**src/rtl/integral_feeder_pkg.sv**
```systemverilog
// Shared state encoding, default widths and counter-width helper for the
// integral-image row feeder.
package integral_feeder_pkg;

   typedef enum logic [1:0] {
      IDLE  = 2'd0,
      FEED  = 2'd1,
      FLUSH = 2'd2,
      DONE  = 2'd3
   } feeder_state_t;

   localparam int DEF_DATA_WIDTH   = 8;
   localparam int DEF_FRAME_WIDTH  = 10;
   localparam int DEF_FRAME_HEIGHT = 10;
   localparam int DEF_COL_WIDTH    = 10;
   localparam int DEF_ROW_WIDTH    = 10;
   localparam int DEF_FLUSH_COUNT  = 6;

   // Smallest width (at least 1) able to hold every value in 0..dim-1.
   function automatic int cnt_width(input int dim);
      int w;
      w = 1;
      while (((1 << w) < dim) && (w < 31)) begin
         w = w + 1;
      end
      return w;
   endfunction

endpackage

```
**src/rtl/frame_position_counter.sv**
```systemverilog
// Raster column/row tracker: advances one pixel per increment, wraps the column
// at the end of each row and flags the last column and the last frame pixel.
module frame_position_counter
   import integral_feeder_pkg::*;
#(
   parameter int FRAME_WIDTH  = DEF_FRAME_WIDTH,
   parameter int FRAME_HEIGHT = DEF_FRAME_HEIGHT,
   parameter int COL_WIDTH    = DEF_COL_WIDTH,
   parameter int ROW_WIDTH    = DEF_ROW_WIDTH
) (
   input  logic                 clk_os,
   input  logic                 reset_os,
   input  logic                 clr_i,
   input  logic                 inc_i,
   output logic [COL_WIDTH-1:0] col_o,
   output logic [ROW_WIDTH-1:0] row_o,
   output logic                 last_col_o,
   output logic                 last_pixel_o
);

   logic [COL_WIDTH-1:0] col_q, col_d;
   logic [ROW_WIDTH-1:0] row_q, row_d;

   // Compared as int so no truncation of the frame dimensions is involved.
   assign last_col_o   = (int'(col_q) == FRAME_WIDTH - 1);
   assign last_pixel_o = last_col_o && (int'(row_q) == FRAME_HEIGHT - 1);
   assign col_o        = col_q;
   assign row_o        = row_q;

   always_comb begin
      col_d = col_q;
      row_d = row_q;
      if (clr_i) begin
         col_d = '0;
         row_d = '0;
      end else if (inc_i) begin
         if (last_pixel_o) begin
            col_d = '0;
            row_d = '0;
         end else if (last_col_o) begin
            col_d = '0;
            row_d = row_q + ROW_WIDTH'(1);
         end else begin
            col_d = col_q + COL_WIDTH'(1);
         end
      end
   end

   always_ff @(posedge clk_os or posedge reset_os) begin
      if (reset_os) begin
         col_q <= '0;
         row_q <= '0;
      end else begin
         col_q <= col_d;
         row_q <= row_d;
      end
   end

endmodule

```
**src/rtl/integral_row_feeder.sv**
```systemverilog
// Writer-side front end of the integral-image row buffers: tags each pixel with its
// raster position and drains the buffers with zero pixels at frame end.
// Optional abort port pair enabled by defining INTEGRAL_ROW_FEEDER_ABORT_EN.
module integral_row_feeder
   import integral_feeder_pkg::*;
#(
   parameter int DATA_WIDTH   = DEF_DATA_WIDTH,
   parameter int FRAME_WIDTH  = DEF_FRAME_WIDTH,
   parameter int FRAME_HEIGHT = DEF_FRAME_HEIGHT,
   parameter int COL_WIDTH    = DEF_COL_WIDTH,
   parameter int ROW_WIDTH    = DEF_ROW_WIDTH,
   parameter int FLUSH_COUNT  = DEF_FLUSH_COUNT
) (
   input  logic                  clk_os,
   input  logic                  reset_os,
   input  logic                  i_start,
   input  logic                  i_pixel_valid,
   input  logic [DATA_WIDTH-1:0] i_pixel_data,
   output logic                  o_pixel_ready,
   output logic                  o_wen,
   output logic [DATA_WIDTH-1:0] o_fifo_in,
   output logic [COL_WIDTH-1:0]  o_col_index,
   output logic [ROW_WIDTH-1:0]  o_row_index,
   output logic                  o_end_of_row,
   output logic                  o_busy,
`ifdef INTEGRAL_ROW_FEEDER_ABORT_EN
   input  logic                  i_abort,
   output logic                  o_aborted,
`endif
   output logic                  o_frame_done
);

   localparam int FLUSH_W = cnt_width(FLUSH_COUNT + 1);

   feeder_state_t         state_q, state_d;
   logic [FLUSH_W-1:0]    flush_q, flush_d;
   logic                  wen_q, wen_d;
   logic [DATA_WIDTH-1:0] data_q, data_d;
   logic [COL_WIDTH-1:0]  col_q, col_d;
   logic [ROW_WIDTH-1:0]  row_q, row_d;
   logic                  eor_q, eor_d;
   logic                  done_q, done_d;
`ifdef INTEGRAL_ROW_FEEDER_ABORT_EN
   logic                  aborted_q, aborted_d;
`endif

   logic                  accept;
   logic                  cnt_clr, cnt_inc;
   logic [COL_WIDTH-1:0]  cur_col;
   logic [ROW_WIDTH-1:0]  cur_row;
   logic                  last_col, last_pixel;

   frame_position_counter #(
      .FRAME_WIDTH (FRAME_WIDTH),
      .FRAME_HEIGHT(FRAME_HEIGHT),
      .COL_WIDTH   (COL_WIDTH),
      .ROW_WIDTH   (ROW_WIDTH)
   ) u_pos (
      .clk_os      (clk_os),
      .reset_os    (reset_os),
      .clr_i       (cnt_clr),
      .inc_i       (cnt_inc),
      .col_o       (cur_col),
      .row_o       (cur_row),
      .last_col_o  (last_col),
      .last_pixel_o(last_pixel)
   );

   assign o_pixel_ready = (state_q == FEED);
   assign accept        = i_pixel_valid && o_pixel_ready;

   always_comb begin
      state_d = state_q;
      flush_d = flush_q;
      wen_d   = 1'b0;
      data_d  = data_q;
      col_d   = col_q;
      row_d   = row_q;
      eor_d   = 1'b0;
      done_d  = 1'b0;
      cnt_clr = 1'b0;
      cnt_inc = 1'b0;
`ifdef INTEGRAL_ROW_FEEDER_ABORT_EN
      aborted_d = 1'b0;
`endif
      case (state_q)
         IDLE: begin
            if (i_start) begin
               cnt_clr = 1'b1;
               state_d = FEED;
            end
         end
         FEED: begin
            if (accept) begin
               cnt_inc = 1'b1;
               wen_d   = 1'b1;
               data_d  = i_pixel_data;
               col_d   = cur_col;
               row_d   = cur_row;
               eor_d   = last_col;
               if (last_pixel) begin
                  if (FLUSH_COUNT == 0) begin
                     state_d = DONE;
                  end else begin
                     state_d = FLUSH;
                     flush_d = FLUSH_W'(FLUSH_COUNT);
                  end
               end
            end
         end
         FLUSH: begin
            // Position tags keep the last real pixel's values while zeros drain out.
            wen_d   = 1'b1;
            data_d  = '0;
            flush_d = flush_q - FLUSH_W'(1);
            if (flush_q <= FLUSH_W'(1)) begin
               state_d = DONE;
            end
         end
         DONE: begin
            done_d  = 1'b1;
            state_d = IDLE;
         end
         default: state_d = IDLE;
      endcase
`ifdef INTEGRAL_ROW_FEEDER_ABORT_EN
      // Abort wins over a coinciding accept: that pixel is dropped, not written.
      if (i_abort && (state_q == FEED || state_q == FLUSH)) begin
         state_d   = IDLE;
         flush_d   = '0;
         wen_d     = 1'b0;
         data_d    = data_q;
         col_d     = col_q;
         row_d     = row_q;
         eor_d     = 1'b0;
         cnt_inc   = 1'b0;
         cnt_clr   = 1'b1;
         aborted_d = 1'b1;
      end
`endif
   end

   always_ff @(posedge clk_os or posedge reset_os) begin
      if (reset_os) begin
         state_q <= IDLE;
         flush_q <= '0;
         wen_q   <= 1'b0;
         data_q  <= '0;
         col_q   <= '0;
         row_q   <= '0;
         eor_q   <= 1'b0;
         done_q  <= 1'b0;
      end else begin
         state_q <= state_d;
         flush_q <= flush_d;
         wen_q   <= wen_d;
         data_q  <= data_d;
         col_q   <= col_d;
         row_q   <= row_d;
         eor_q   <= eor_d;
         done_q  <= done_d;
      end
   end

`ifdef INTEGRAL_ROW_FEEDER_ABORT_EN
   always_ff @(posedge clk_os or posedge reset_os) begin
      if (reset_os) begin
         aborted_q <= 1'b0;
      end else begin
         aborted_q <= aborted_d;
      end
   end

   assign o_aborted = aborted_q;
`endif

   assign o_wen        = wen_q;
   assign o_fifo_in    = data_q;
   assign o_col_index  = col_q;
   assign o_row_index  = row_q;
   assign o_end_of_row = eor_q;
   assign o_busy       = (state_q == FEED) || (state_q == FLUSH);
   assign o_frame_done = done_q;

endmodule

```
**config.mk**
```make
export PLATFORM = sky130hd
export DESIGN_NAME = integral_row_feeder
export DESIGN_NICKNAME = d
export VERILOG_FILES = /design/src/rtl/integral_feeder_pkg.sv /design/src/rtl/frame_position_counter.sv /design/src/rtl/integral_row_feeder.sv
export SDC_FILE = /design/constraint.sdc
export NUM_CORES = 1
export LEC_CHECK = 0
export CORE_ASPECT_RATIO = 1.75
export CORE_MARGIN = 1.5
export CORE_UTILIZATION = 40
export CTS_CLUSTER_SIZE = 14
export DETAILED_ROUTE_END_ITERATION = 10
export GPL_ROUTABILITY_DRIVEN = 0
export GPL_TIMING_DRIVEN = 0
export PLACE_DENSITY = 0.62
export SLEW_MARGIN = 20
export SYNTH_ARGS = -nofsm -noshare
export SYNTH_HDL_FRONTEND = slang
export SYNTH_SLANG_ARGS = --single-unit
```
**constraint.sdc**
```tcl
create_clock -name clk_os -period 2.8 [get_ports clk_os]
set_clock_uncertainty 0.1 [all_clocks]
set_input_delay 0.7 -clock clk_os [delete_from_list [all_inputs] [get_ports clk_os]]
set_output_delay 0.7 -clock clk_os [all_outputs]
set_load 0.01 [all_outputs]
```
==> results.json, run 1 <==
{
  "status": "finished clean",
  "synthesis.nets": 307,
  "synth-edff-count": 0,
  "antennaDiodeCount": 0,
  "min_path_type": "register to register",
  "antenna_found_initial": 0,
  "cts_buffers": 5,
  "netlist_area_um2": 2680,
  "cp_common_cell": "and2_1",
  "core_um2": 6490,
  "die_h_um": 111,
  "critPathTopFamily": "buffers and inverters",
  "drc_errors": 0,
  "clkTransAtPathRegs_ps": 70,
  "finalCriticalPeriod_ps": 2610,
  "setup_viol": 0,
  "cp_max_fo": 8,
  "period_share_pct": 93.1,
  "detailedRoute.firstPassIterationCount": 4,
  "ys.flop_type": "dfrtp_1",
  "cts_hold_buf": 0,
  "met1Wirelength_um": 2240,
  "fp.dieW_um": 64.9,
  "yosysUniqueCellTypes": 46,
  "ys_ff_latch": 56,
  "worst_slew_pin_slew_ps": 683,
  "clock_path_buffers": 2,
  "insertion_delay_ps": 300,
  "track_usage_pct": 17.8,
  "worst_slew_margin_rel_pct": 54.5,
  "routed.top_layer": "met4",
  "max_cap_violations": 0,
  "maxSlewViolCount": 0,
  "io_buffers": 44,
  "avgSynthCellArea_um2": 9.44,
  "htreeDepth": 2,
  "fin_nets": 358,
  "end_kind": "register",
  "hpwl_um": 4160,
  "fmax_mhz": 384,
  "critPathRequiredTime_ps": 2900,
  "critPathKind": "input pin to register",
  "post-cts-setup-buffers": 0,
  "yosys_warnings": 0,
  "route.vias.total": 2093,
  "rows": 39,
  "worstPathArrival_ps": 2710,
  "grt_pass1_vias": 2184,
  "wl_per_cell_um": 13.8,
  "drtAntennaViolNets": 0,
  "synthArstFlopShare_pct": 100,
  "final_common_cell": "nand2_1",
  "p_total_uw": 3050,
  "area_growth_pct": 27.2,
  "cts_root_buf": "clkbuf_16",
  "start_util_pct": 41.3,
  "cpPeakStageDelay_ps": 550,
  "cts_tree": "yes",
  "slowest_stage": "clkdlybuf4s50_1",
  "die_area_um2": 7220,
  "vdd_drop_max_uv": 540,
  "rsz0062_at_grt": "false",
  "final-hold-violation-count": 0,
  "grt_max_degree": 57,
  "power.leakage_uw": 0.00162,
  "path_buf_inv": 4,
  "met2WireLength_um": 3180,
  "grt_pass1_wl_um": 10000,
  "startpoint_type": "input pin",
  "final_cell_mix": "77 x nand2_1, 56 x dfrtp_1, 44 x clkdlybuf4s50_1",
  "synthCells": 284,
  "wl_um": 5770,
  "layout-drive-gt1-share_pct": 5.36,
  "clock-sinks": 56,
  "met3_length_um": 205,
  "via_per_inst": 5.01,
  "place_ws_ps": -105,
  "drt_iter0_markers": 70,
  "gr-total-overflow": 0,
  "synth_seq_area_share_pct": 52.3,
  "worst_slack_ps": 194,
  "cp_cell_sequence": "clkdlybuf4s50_1 -> and2_1 -> buf_2 -> nand4_2 -> inv_2 -> and2_1 -> buf_4 -> a41oi_1 -> a311oi_1",
  "cts_resized": 0,
  "power_density_nw_per_um2": 894,
  "pin_count": 45
}
## final timing paths
path,start,endpoint,slack [ps],cells past startpoint
setup / recovery,i_pixel_valid,u_pos.row_o[9],190,9
hold reg to reg,o_row_index[0],o_row_index[0],370,2
setup reg to reg,state_q[1],u_pos.row_o[9],290,10
hold / removal,o_row_index[0],o_row_index[0],370,2
max in group asynchronous,reset_os,u_pos.col_o[2],1380,2
min in group asynchronous,reset_os,o_end_of_row,760,2
## where the power goes
group          total, uW  internal (uW)  switching, uW  leakage, uW
combinational       1160            535            620     0.000777
sequential          1130            997            138     0.000749
clock                760            471            288    0.0000901
## kinds of logic after synthesis
logic type,Yosys count,share of synthesized area [%]
flops,56,52.3
buf+inv,23,3.69
fa+ha+maj,11,5.13
simple gates,143,24.6
compound gates,36,9.19
xor+xnor,12,3.92
mux,3,1.17
## state kept, by name (all words and copies together), names as in the netlist
signal / cells
state_q: 2
o_frame_done: 1
o_wen: 1
u_pos.row_o: 10
u_pos.col_o: 10
o_end_of_row: 1
flush_q: 3
o_row_index: 10
o_fifo_in: 8
o_col_index: 10
## Yosys cell counts (2+ instances only)
cell / n / area, um^2
and2_1: 5 / 31.3
o22ai_1: 2 / 12.5
a21oi_1: 5 / 25.0
nand3_1: 11 / 55.1
nand2b_1: 8 / 50.1
ha_1: 11 / 138
o21ai_0: 14 / 70.1
nor3b_1: 2 / 15.0
mux2i_1: 2 / 20.0
nand3b_1: 2 / 15.0
dfrtp_1: 56 / 1400
nor2_1: 24 / 90.1
nand4_1: 5 / 31.3
o21ai_1: 2 / 10.0
xnor2_1: 5 / 43.8
xor2_1: 7 / 61.3
clkbuf_1: 8 / 30.0
nand2_1: 77 / 289
inv_1: 11 / 41.3
## tightest hold or removal path: stages (launching register included)
cell,delay [ps]
dfrtp_1,340
nand2_1,50
nand2_1,50
## layout make-up
| type | instances | area, um^2 |
|---|---|---|
| tap | 82 | 103 |
| buffer | 11 | 53.8 |
| clock buffer | 7 | 153 |
| timing repair buffer | 44 | 440 |
| sequential | 56 | 1400 |
| inverter | 12 | 47.5 |
| clock inverter | 1 | 30.0 |
| multi-input combinational | 205 | 1180 |
| fill | 606 | 3080 |
## per-layer routing
layer / GRT usage (%) / vias to the layer above
li1: - / 1042
met2: 33.3 / 47
met4: 7.66 / 0
met5: 0 / -
met3: 3.76 / 10
met1: 18.4 / 994
## per-stage QoR
stage / setup TNS [ps] / area (um^2) / util (%) / hold WS, ps / std cells
3_5_place_dp: -105 / 3230 / 49.7 / 362 / 410
3_3_place_gp: -25180 / 3220 / 49.7 / 357 / 410
2_1_floorplan: 0 / 2680 / - / 375 / 284
4_1_cts: 0 / 3410 / 52.5 / 379 / 418
5_1_grt: 0 / 3410 / 52.5 / 403 / 418
6_report: 0 / 3410 / 52.5 / 373 / 418
Power figures use the tool's default switching activity.
==> run 2: changes to the inputs <==
CAP_MARGIN = 40   (was not set)
SLEW_MARGIN = 30   (was 20)
==> results.json, run 2 (synthesized netlist as in run 1, its figures left out) <==
{
  "status": "finished clean",
  "clkTransAtPathRegs_ps": 70,
  "via_per_inst": 5.08,
  "max_cap_violations": 0,
  "wl_per_cell_um": 13.8,
  "grt_pass1_wl_um": 10100,
  "drc_errors": 0,
  "cts_resized": 0,
  "gr-total-overflow": 0,
  "worstPathArrival_ps": 1750,
  "maxSlewViolCount": 0,
  "start_util_pct": 41.3,
  "end_kind": "primary output",
  "power.leakage_uw": 0.00158,
  "critPathRequiredTime_ps": 2000,
  "critPathKind": "register to primary output",
  "grt.met2_usage_pct": 32.8,
  "finalCriticalPeriod_ps": 2550,
  "vdd_drop_max_uv": 609,
  "worst_slew_pin_slew_ps": 564,
  "cts_buffers": 5,
  "route.vias.total": 2125,
  "grt_max_degree": 35,
  "place_inst": 411,
  "grtUsageMet3_pct": 3.65,
  "fp.dieW_um": 64.9,
  "die_h_um": 111,
  "htreeDepth": 2,
  "final-hold-violation-count": 0,
  "grt_use_met1_pct": 19.2,
  "final_common_cell": "nand2_1",
  "hpwl_um": 4280,
  "cp_max_fo": 7,
  "pin_count": 45,
  "worst_slew_margin_rel_pct": 62.3,
  "post-cts-setup-buffers": 0,
  "clock_path_buffers": 2,
  "power_density_nw_per_um2": 856,
  "layout-drive-gt1-share_pct": 5.06,
  "antenna_found_initial": 0,
  "fin_cells": 418,
  "wl_um": 5770,
  "core_um2": 6490,
  "startpoint_type": "register",
  "fmax_mhz": 392,
  "drtAntennaViolNets": 0,
  "final_cell_mix": "77 x nand2_1, 56 x dfrtp_1, 44 x clkdlybuf4s50_1",
  "min_path_type": "register to register",
  "fin_nets": 359,
  "detailedRoute.firstPassIterationCount": 4,
  "io_buffers": 44,
  "drt_iter0_markers": 73,
  "cts_hold_buf": 0,
  "grt_busiest_layer": "met2",
  "rows": 39,
  "tns_ps": 0,
  "area_growth_pct": 26.4,
  "cts_root_buf": "clkbuf_16",
  "period_share_pct": 91.1,
  "insertion_delay_ps": 300,
  "rsz0062_at_grt": "false",
  "grt_pass1_vias": 2194,
  "cts_tree": "yes",
  "track_usage_pct": 18.0,
  "antennaDiodeCount": 0,
  "die_area_um2": 7220,
  "clock-sinks": 56,
  "setup_viol": 0
}
[run 2: per-layer routing]
metal	wire [um]	part of all wire, %
met5	0	0
met4	175	3.0
met3	198	3.4
met2	3140	54
met1	2250	39
[run 2: area by class of cell]
type	instances	area (um^2)
clock buffers	6	129
flip-flops and latches	56	1400
inverters	12	47.5
clock inverters	1	5.00
fillers	602	3100
repair buffers	45	460
plain buffers	11	53.8
well taps	82	103
multi-input cells	205	1190
[run 2: stage by stage]
stage | total power (uW) | worst slack [ps] | cell area, um^2 | hold WS (ps) | util, %
finish | 2900 | 250 | 3390 | 370 | 52.2
global route | 3120 | 95.6 | 3390 | 402 | 52.2
CTS | 2950 | 186 | 3380 | 379 | 52.1
detailed placement | 2330 | -124 | 3250 | 362 | 50.0
global placement | 2280 | -450 | 3220 | 357 | 49.7
floorplan | 1830 | 629 | 2680 | 375 | -
[run 2: report_power, final]
group | total [uW] | switching [uW] | leakage (uW) | internal, uW
Combinational | 1170 | 631 | 0.000767 | 538
Clock | 597 | 271 | 0.0000667 | 326
Sequential | 1140 | 137 | 0.000749 | 998
[run 2: worst paths after layout]
| path | startpoint | end | slack, ps | cells after the start |
|---|---|---|---|---|
| max | state_q[1] | o_pixel_ready | 250 | 3 |
| min | o_col_index[3] | o_col_index[3] | 370 | 2 |
| min in group asynchronous | reset_os | state_q[0] | 610 | 2 |
| max in group asynchronous | reset_os | o_col_index[3] | 1510 | 3 |
| max reg2reg | u_pos.col_o[1] | state_q[1] | 370 | 7 |
| min reg2reg | o_col_index[3] | o_col_index[3] | 370 | 2 |
[run 2: critical path, cell delays in order, from the launching register on]
cell and delay, ps:
dfrtp_1 410, inv_1 110, ha_1 320, clkdlybuf4s50_1 610
==> run 3: changes to the inputs <==
CELL_PAD_IN_SITES_DETAIL_PLACEMENT = 0   (was not set)
CELL_PAD_IN_SITES_GLOBAL_PLACEMENT = 1   (was not set)
PLACE_DENSITY = 0.78   (was 0.62)
clock period = 3 ns   (was 2.8 ns; I/O delays follow)
==> results.json, run 3 (synthesized netlist as in run 1, its figures left out) <==
{
  "antenna_found_initial": 0,
  "end_kind": "register",
  "detailedRoute.firstPassIterationCount": 4,
  "multi_input_area_um2": 1180,
  "critPathKind": "input pin to register",
  "final-hold-violation-count": 0,
  "r2r.worst_path.cells": 10,
  "fmax_mhz": 376,
  "cts_tree": "yes",
  "min_path_type": "register to register",
  "antennaDiodeCount": 0,
  "rsz0062_at_grt": "false",
  "cp_cell_sequence": "clkdlybuf4s50_1 -> and2_1 -> buf_2 -> nand4_2 -> inv_2 -> and2_1 -> buf_4 -> a41oi_1 -> a311oi_1",
  "cp.depth": 9,
  "cp_max_fo": 8,
  "grt_max_degree": 47,
  "finalCriticalPeriod_ps": 2660,
  "maxSlewViolCount": 0,
  "pwr-share-seq_pct": 37.6,
  "cpPeakStageDelay_ps": 550,
  "drtAntennaViolNets": 0,
  "io_buffers": 44,
  "rows": 39,
  "critPathRequiredTime_ps": 3100,
  "path_buf_inv": 4,
  "fp.dieW_um": 64.9,
  "drt_iter0_markers": 101,
  "p_sw_share_pct": 35.0,
  "setup_viol": 0,
  "area_growth_pct": 27.6,
  "max_cap_violations": 0,
  "cts_root_buf": "clkbuf_16",
  "final_cell_area_um2": 3420,
  "fin_nets": 359,
  "pin_count": 45,
  "post-cts-setup-buffers": 0,
  "period_share_pct": 88.6,
  "critPathTopFamily": "buffers and inverters",
  "fin_cells": 419,
  "startpoint_type": "input pin",
  "netSwitchingPower_uw": 982,
  "cts_hold_buf": 0,
  "clkTransAtPathRegs_ps": 70,
  "final_cell_mix": "77 x nand2_1, 56 x dfrtp_1, 44 x clkdlybuf4s50_1",
  "drc_errors": 0,
  "insertion_delay_ps": 300,
  "place_inst": 411,
  "wl_um": 5750,
  "placed_area_um2": 3250,
  "worstPathArrival_ps": 2760,
  "worst_slew_margin_rel_pct": 65.6,
  "via_per_inst": 5.01,
  "slowest_stage": "clkdlybuf4s50_1",
  "vdd_drop_max_uv": 421,
  "layout-drive-gt1-share_pct": 5.64,
  "clock-sinks": 56,
  "die_h_um": 111,
  "cts_resized": 0,
  "cp_common_cell": "and2_1",
  "grt_pass1_wl_um": 10200,
  "grt_pass1_vias": 2227,
  "htreeDepth": 2,
  "route.vias.total": 2101,
  "clock_path_buffers": 2,
  "power_density_nw_per_um2": 820,
  "gr-total-overflow": 0,
  "wl_per_cell_um": 13.7,
  "power.leakage_uw": 0.00162,
  "worst_slew_pin_slew_ps": 516,
  "p_int_uw": 1830,
  "track_usage_pct": 18.1,
  "start_util_pct": 41.3,
  "tns_ps": 0,
  "final_common_cell": "nand2_1",
  "regArea_um2": 1400,
  "hold_depth": 2,
  "comb_power_share_pct": 38.4,
  "num-fill-cells": 626,
  "core_um2": 6490,
  "power_frac_clock_pct": 24.0,
  "cts_buffers": 5,
  "die_area_um2": 7220,
  "status": "finished clean",
  "hpwl_um": 4160
}
-- run 3: final timing paths --
check                                       to           start  slack [ps]
min in group asynchronous           state_q[0]        reset_os         600
max in group asynchronous       o_col_index[4]        reset_os        1730
worst max register to register  u_pos.row_o[9]      state_q[1]         470
worst min-delay path            o_row_index[7]  o_row_index[7]         370
worst min register to register  o_row_index[7]  o_row_index[7]         370
worst max-delay path            u_pos.row_o[9]   i_pixel_valid         340
-- run 3: power by group through the flow --
stage	combinational [uW]	sequential (uW)	clock, uW
after floorplan	611	1100	0
after global placement	1070	1070	0
after detailed placement	1100	1070	0
after CTS	1100	1060	693
after global routing	1230	1080	718
final	1080	1060	674
-- run 3: worst register-to-register path, cell delays in order (launching register included) --
cell and delay (ps):
dfrtp_1 410, inv_1 110, ha_1 330, and2_1 170
buf_2 170, nand4_2 260, inv_2 220, and2_1 140
buf_4 140, a41oi_1 110, a311oi_1 270
-- run 3: routing by layer --
metal | vias up | global-route usage [%] | share of wire (%) | wire [um]
met3 | 9 | 3.76 | 3.8 | 218
met2 | 47 | 31.3 | 54 | 3090
met1 | 1003 | 20.8 | 40 | 2280
li1 | 1042 | - | - | -
met5 | - | 0 | 0 | 0
met4 | 0 | 9.08 | 2.9 | 167
-- run 3: area by class of cell --
type / count / area share (%)
Timing Repair Buffer: 45 / 13.7
Clock buffer: 5 / 3.66
Tap cell: 82 / 3.00
Inverter: 12 / 1.39
Buffer: 11 / 1.57
Sequential cell: 56 / 41.0
Multi-Input combinational cell: 205 / 34.5
Clock inverter: 3 / 1.24
-- run 3: per-stage QoR --
step	utilization [%]	total power [uW]	worst slack [ps]	hold WS, ps
after detailed placement	50.1	2170	27.8	362
after floorplan	-	1710	779	375
final	52.7	2810	343	373
after global routing	52.7	3030	181	391
after global placement	49.7	2140	-299	357
after CTS	52.7	2850	342	379
